[src/rtl/led_breathe_multi.sv]
// ---------------------------------------------------------------------------
// led_breathe_multi
//
// Multi-channel LED brightness engine. A single free-running timebase PH
// generates a triangle brightness level for every channel; channel i sees
// the timebase shifted by i/CHANNELS of a period. Each channel has a 2-bit
// run mode (OFF / ON / BLINK / BREATHE). In BREATHE the triangle level is
// turned into a pulse density by a first-order sigma-delta modulator.
//
// Parameters
//   CHANNELS     number of LED outputs (power of two, <= 2^(DUTY_W+1))
//   DUTY_W       brightness resolution in bits
//   STEP_W       prescale bits; each level is held for 2^STEP_W cycles
//   DEFAULT_MODE mode loaded into every channel at reset
//
// Ports
//   CLK        system clock
//   RST_N      asynchronous active-low reset
//   RESYNC     synchronous restart of timebase and modulators
//   MODE_WE    mode write strobe
//   MODE_SEL   channel index for the mode write (out-of-range is ignored)
//   MODE_DATA  mode value: 00 OFF, 01 ON, 10 BLINK, 11 BREATHE
//   LED        registered LED drive, one bit per channel
//   WRAP       one-cycle pulse while PH = 0 after a wrap or a resync
// ---------------------------------------------------------------------------
module led_breathe_multi #(
    parameter int         CHANNELS     = 4,
    parameter int         DUTY_W       = 5,
    parameter int         STEP_W       = 19,
    parameter logic [1:0] DEFAULT_MODE = 2'b11,
    localparam int        CH_W         = (CHANNELS > 1) ? $clog2(CHANNELS) : 1
) (
    input  logic                CLK,
    input  logic                RST_N,
    input  logic                RESYNC,
    input  logic                MODE_WE,
    input  logic [CH_W-1:0]     MODE_SEL,
    input  logic [1:0]          MODE_DATA,
    output logic [CHANNELS-1:0] LED,
    output logic                WRAP
);

    localparam int          PH_W   = STEP_W + DUTY_W + 1;
    // Width of the step index (direction bit + level bits).
    localparam int          SEG_W  = DUTY_W + 1;
    // Channel offsets are multiples of 2^STEP_W, so they can be added to
    // the step index directly instead of the full timebase.
    localparam int          SEG_SH = SEG_W - $clog2(CHANNELS);
    localparam int unsigned CH_N   = CHANNELS;

    typedef enum logic [1:0] {
        MODE_OFF     = 2'b00,
        MODE_ON      = 2'b01,
        MODE_BLINK   = 2'b10,
        MODE_BREATHE = 2'b11
    } mode_t;

    logic [PH_W-1:0]   ph;
    mode_t             mode      [CHANNELS];
    // Only the residue of the accumulator is stored; its carry bit is the
    // modulator output and is captured directly into LED.
    logic [DUTY_W-1:0] acc       [CHANNELS];

    logic [SEG_W-1:0]  seg;
    logic [DUTY_W-1:0] level;
    logic [DUTY_W:0]   acc_sum   [CHANNELS];
    logic [CHANNELS-1:0] dir;
    logic [CHANNELS-1:0] wr_hit;
    logic [CHANNELS-1:0] acc_clr;
    logic [CHANNELS-1:0] led_next;
    logic              wr_ok;

    // ------------------------------------------------------------------
    // Per-channel triangle level, modulator sum and next LED value
    // ------------------------------------------------------------------
    always_comb begin
        wr_ok    = MODE_WE && (32'(MODE_SEL) < CH_N);
        seg      = '0;
        level    = '0;
        dir      = '0;
        wr_hit   = '0;
        acc_clr  = '0;
        led_next = '0;
        for (int unsigned i = 0; i < CH_N; i++) begin
            acc_sum[i] = '0;
        end

        for (int unsigned i = 0; i < CH_N; i++) begin
            seg    = ph[PH_W-1:STEP_W] + (SEG_W'(i) << SEG_SH);
            dir[i] = seg[SEG_W-1];
            // First half of the period counts down from full scale,
            // second half counts back up.
            level  = dir[i] ? seg[DUTY_W-1:0] : ~seg[DUTY_W-1:0];

            acc_sum[i] = {1'b0, acc[i]} + {1'b0, level};

            wr_hit[i]  = wr_ok && (MODE_SEL == CH_W'(i));
            // Only a transition into BREATHE restarts the modulator;
            // rewriting BREATHE keeps the running residue.
            acc_clr[i] = RESYNC ||
                         (wr_hit[i] && (MODE_DATA == MODE_BREATHE) &&
                          (mode[i] != MODE_BREATHE));

            unique case (mode[i])
                MODE_OFF:     led_next[i] = 1'b0;
                MODE_ON:      led_next[i] = 1'b1;
                MODE_BLINK:   led_next[i] = dir[i];
                MODE_BREATHE: led_next[i] = acc_sum[i][DUTY_W];
                default:      led_next[i] = 1'b0;
            endcase
        end
    end

    // ------------------------------------------------------------------
    // State: timebase, wrap pulse, modes, accumulators, LED drive
    // ------------------------------------------------------------------
    always_ff @(posedge CLK or negedge RST_N) begin
        if (!RST_N) begin
            ph   <= '0;
            WRAP <= 1'b0;
            LED  <= '0;
            for (int unsigned i = 0; i < CH_N; i++) begin
                mode[i] <= mode_t'(DEFAULT_MODE);
                acc[i]  <= '0;
            end
        end else begin
            ph   <= RESYNC ? '0 : ph + PH_W'(1);
            // A resync landing on the natural wrap still yields one pulse.
            WRAP <= (ph == '1) || RESYNC;
            LED  <= led_next;
            for (int unsigned i = 0; i < CH_N; i++) begin
                if (wr_hit[i]) begin
                    mode[i] <= mode_t'(MODE_DATA);
                end
                acc[i] <= acc_clr[i] ? '0 : acc_sum[i][DUTY_W-1:0];
            end
        end
    end

endmodule

[config.mk]
export PLATFORM = sky130hd
export DESIGN_NAME = led_breathe_multi
export DESIGN_NICKNAME = d
export VERILOG_FILES = /design/src/rtl/led_breathe_multi.sv
export SDC_FILE = /design/constraint.sdc
export NUM_CORES = 1
export LEC_CHECK = 0
export ABC_CLOCK_PERIOD_IN_PS = 2700
export BUFFER_PORTS_ARGS = -buffer_cell sky130_fd_sc_hd__buf_2
export CAP_MARGIN = 25
export CORE_UTILIZATION = 40
export CTS_BUF_LIST = sky130_fd_sc_hd__clkbuf_2 sky130_fd_sc_hd__clkbuf_4 sky130_fd_sc_hd__clkbuf_8
export CTS_CLUSTER_DIAMETER = 150
export CTS_CLUSTER_SIZE = 8
export DETAILED_ROUTE_END_ITERATION = 16
export GPL_TIMING_DRIVEN = 0
export SETUP_SLACK_MARGIN = 0.4
export SLEW_MARGIN = 15
export SYNTH_ARGS = -nofsm -noshare
export SYNTH_HDL_FRONTEND = slang
export SYNTH_SLANG_ARGS = --single-unit
[constraint.sdc]
create_clock -name CLK -period 2.7 [get_ports CLK]
set_input_delay 0.405 -clock CLK [delete_from_list [all_inputs] [get_ports CLK]]
set_output_delay 0.405 -clock CLK [all_outputs]
set_load 0.005 [all_outputs]
Word-level counts from Yosys, hierarchy flattened --
Cells that the tools add are included.
Storage, ports and cells: register bits 58, input port bits 8, output and inout port bits 5, logic and storage cells 79
Operators by class: add/sub/neg operators 8, equality and inequality tests 21, multiplexer cells 13, bitwise logic cells 4, reductions and logical operators 22
Operator list (count):
- 5-bit 2-to-1 mux | 8
- 25-bit by 1-bit adder with 25-bit output, second input constant | 1
- 25-bit equality test, second input constant | 1
- 25-bit 2-to-1 mux | 1
- 5-bit by 5-bit adder with 6-bit output | 4
- 2-bit equality test, second input constant | 11
- 5-bit NOT | 4
- 1-bit one-hot mux with 4 select lines | 4
- 6-bit adder, second input constant | 2
- 1-bit logical AND | 12
- 2-bit by 1-bit equality test with 1-bit output, second input constant | 5
- 2-bit logical NOT | 5
- 2-bit inequality test, second input constant | 4
- 6-bit by 5-bit adder with 6-bit output, second input constant | 1
- 1-bit logical OR | 5

Logic depth before layout (Yosys ltp) --
depth after elaboration 6, gate-level depth with buffers 11, mapped depth without buffers 10

Worst setup path after synthesis --
Ideal clock, no wire load.
path type register to register, start reg ph[23], end reg acc[14] (netlist name), library setup time 0.125 ns, arrival time 2.007 ns, data required time 2.575 ns, slack 0.568 ns, cell stages (with the launch flop) 11, buffers on the path 1, clock period less this slack 2.132 ns, cell sequence dfrtp_1 > buf_2 > xor2_1 > xnor2_1 > ha_1 > inv_1 > fa_1 > nor2b_1 > o21ai_0 > a21boi_0 > nor3_1
Between the ends: cells in the longest elaborated chain, start to end 5
Ends and longest elaborated chain:
- start: declaration | RTL line 58 | logic [PH_W-1:0] ph;
- start signal: assignment | RTL line 127 | ph <= RESYNC ? '0 : ph + PH_W'(1);
- 6-bit by 5-bit adder with 6-bit output (*) | RTL line 89 | seg = ph[PH_W-1:STEP_W] + (SEG_W'(i) << SEG_SH);
- 5-bit NOT | RTL line 93 | level = dir[i] ? seg[DUTY_W-1:0] : ~seg[DUTY_W-1:0];
- 5-bit 2-to-1 mux (*) | RTL line 93
- 5-bit by 5-bit adder with 6-bit output (*) | RTL line 95 | acc_sum[i] = {1'b0, acc[i]} + {1'b0, level};
- 5-bit 2-to-1 mux (*) | RTL line 135 | acc[i] <= acc_clr[i] ? '0 : acc_sum[i][DUTY_W-1:0];
- end signal: indexed assignment | RTL line 135
- end: declaration | RTL line 62 | logic [DUTY_W-1:0] acc [CHANNELS];
Every way passes the cells marked *; elsewhere a longest branch is shown, timed or not. A chain may end at the register's enable or synchronous reset.

Worst setup path after layout --
Same ends and word-level chain as after synthesis.

==> metrics.yaml <==
outcome:
  outcome: "completed"
synth:
  syn-cell-area_sq_um: 3251
  synth-edff-count: 0
  synth_area_leaders: "dfrtp_1 (38%), ha_1 (8.1%), dfstp_2 (6.5%), inv_1 (3.5%), nor2_1 (3.5%)"
  synth.most_common_cell: "dfrtp_1"
  synth_warnings: 0
  synthCells: 323
  synth_cell_type_count: 35
  synth_seq_area_share_pct: 44.96
  synth-seq-cells: 58
  async_reset_ff_share_pct: 100.0
  syn_nets: 356
  synth_ff_type: "dfrtp_1"
  synth_top_cell_by_area: "dfrtp_1"
  synthTopCellsByCount: "dfrtp_1 (50), inv_1 (30), nor2_1 (30)"
  syn_avg_cell_area_sq_um: 10.06
  netlist.area_leader.share_pct: 38.49
timing:
  fin_crit_sh_pct: 80.38
  max_freq_mhz: 460.8
  drv_slew: 0
  slew_headroom_pct: 49.60
  finalCriticalPeriod_ps: 2170
  tightest_slew_ps: 756.0
  hold_viol: 0
  finalClockSkew_ps: 8.879
  setup_tns_ps: 0
  rsz0062_at_grt: "no"
  finalSetupViolCount: 0
worst_setup_path:
  worstRegToRegCells: 10
  required_ps: 2960
  crit_fanout: 8
  crit_type: "reg -> reg"
  crit_slowest_cell: "dfrtp_1"
  cpPeakStageDelay_ps: 380
  cp_data_arrival_time_ps: 2430
  r2r_start: "ph[23]$_DFF_PN0_"
  reg2reg_to: "acc[14]$_DFF_PN0_"
  startpoint_type: "flip-flop"
  endpoint_kind: "flip-flop"
  crit_chain: "buf_6 -> xor2_4 -> xnor2_2 -> ha_2 -> inv_1 -> fa_1 -> nor2b_1 -> o21ai_1 -> nor3b_1 -> nor3_1"
  r2r_slack_ps: 530
finish:
  multi_input_area_sq_um: 1709
  drive_gt1_share_pct: 21.29
  regArea_sq_um: 1463
  nFillCells: 738
  diodes: 0
  final_nets: 385
  finish.instance_area_sq_um: 3794
  area_delta_synth_final_pct: 16.71
clocking:
  cts_tree: "yes"
  postCtsHoldBufs: 0
  path_clk_slew_ps: 70
  cts_buffers: 9
  cts_buffer_depth: 2
  cts_sinks: 58
  clock_latency_ps: 340
  htreeDepth: 3
  cts-root-buf: "clkbuf_8"
place:
  port_buffers: 12
  gp_congestion: 0.6991
  hpwl_um: 4318
  place_area_sq_um: 3441
min_path:
  hp-class: "in -> async"
floorplanning:
  rows: 32
  num_io_pins: 13
  initial_utilization_pct: 41.63
  dieWidth_um: 92.15
  dieArea_sq_um: 8491
  core_sq_um: 7807
  die_h_um: 92.15
global_routing:
  grt_pass1_wl_um: 10900
  grt_pass1_vias: 2338
  grt_usage_pct: 16.48
  grt_start_max_net_pins: 59
  grt.overflow.total: 0
  grt_antenna_before_repair: 0
drt:
  ant_nets: 0
  vias: 2370
  via_per_inst: 5.163
  wl_um: 6255
  avgRoutedWirePerCell_um: 13.63
  drtIter0Drc: 72
  dr.pass1.iters: 4
  drc: 0
power_and_ir_drop:
  pwr_density_cell_nw_per_um2: 538.2
  cellLeakagePower_nw: 1.746
  ir_drop_uv: 277.1
flow_run:
  cap_violations: 0
-- worst max-delay path: cells and delay by family, from the launching register on --
family	cells	cell delay [ps]
compound gates	1	100
xor+xnor	2	390
fa+ha+maj	2	600
buf+inv	2	200
flops	1	380
simple gates	3	420
-- cell type report --
cell class	instances	share of cell area [%]
clock buffers	10	3.463
clock inverters	6	1.517
repair buffers	18	3.166
plain buffers	11	1.913
multi-input cells	224	45.05
flip-flops and latches	58	38.56
well taps	102	3.364
inverters	30	2.968
-- timing repair --
item	4_1_cts	5_1_grt
setup endpoints to repair	5	7
resized for setup	7	21
pin swaps	1	5
endpoints found under the hold margin	0	0
setup buffers	0	6
-- registers in the layout, indices dropped and copies added, names as in the netlist --
signal,count
LED,4
acc,20
WRAP,1
mode,8
ph,25
-- metal layers --
layer / wire length (um) / global-route usage (%)
met5: 0 / 0
met3: 182 / 4.478
met4: 65 / 5.078
met1: 2878 / 20.51
met2: 3129 / 27.80
-- cells by family after synthesis --
group	after synthesis	synth area share, %
buffers and inverters	41	5.312
flip-flops	58	44.96
multiplexers	9	3.118
AND/OR/NAND/NOR	112	19.40
adder cells (fa/ha/maj)	25	10.55
AO/OA/AOI/OAI	55	10.47
XOR/XNOR	23	6.197
-- cell usage in the layout (no fill, tap or decap), types with 3 or more instances in the layout --
cell      instances
fa_1              3
o21ai_1           3
xnor2_1           7
xor2_1            9
dfstp_2           8
nor2b_1           8
a21boi_1          3
a211oi_1          4
o21ai_0          15
nor3b_1           8
a41o_1            4
nand2_1          14
clkbuf_8          9
mux2_2            9
nand3_1           8
buf_2            12
buf_4             8
clkinv_2          4
nor2_1           30
nor3_1           11
clkbuf_1          3
buf_6             3
nand4_1           7
a21oi_1          16
and4_1            3
or3_1            10
a21o_1            6
inv_1            29
dfrtp_1          49
xnor2_2           4
ha_1             19
-- how the worst max path moves through the flow --
stage | start | end | slack, ps | cells after the start
floorplan | ph[23]$_DFF_PN0_ | acc[14]$_DFF_PN0_ | 570 | 10
global placement | ph[23]$_DFF_PN0_ | acc[4]$_DFF_PN0_ | 80 | 10
detailed placement | ph[23]$_DFF_PN0_ | acc[4]$_DFF_PN0_ | 110 | 10
CTS | ph[24]$_DFF_PN0_ | acc[19]$_DFF_PN0_ | 370 | 9
global route | ph[19]$_DFF_PN0_ | acc[19]$_DFF_PN0_ | 350 | 9
finish | ph[23]$_DFF_PN0_ | acc[14]$_DFF_PN0_ | 530 | 10
-- power breakdown --
group	leakage [nW]	switching, mW	internal (mW)
registers	0.754	0.0384	0.955
logic	0.893	0.145	0.128
clock network	0.0992	0.346	0.429
total	1.75	0.529	1.51
-- through the flow --
stage          instances  hold WS, ps  util [%]  setup slack (ps)  total power, mW
2_1_floorplan        323        109.4         -             568.0            1.183
3_3_place_gp         437        437.8     44.04             84.58            1.263
3_5_place_dp         437        448.7     44.07             107.5            1.278
4_1_cts              453        153.9     47.15             373.3            2.068
5_1_grt              459        195.9     48.59             350.1            2.157
6_report             459        136.6     48.59             529.8            2.042
(Power assumes the default switching activity.)
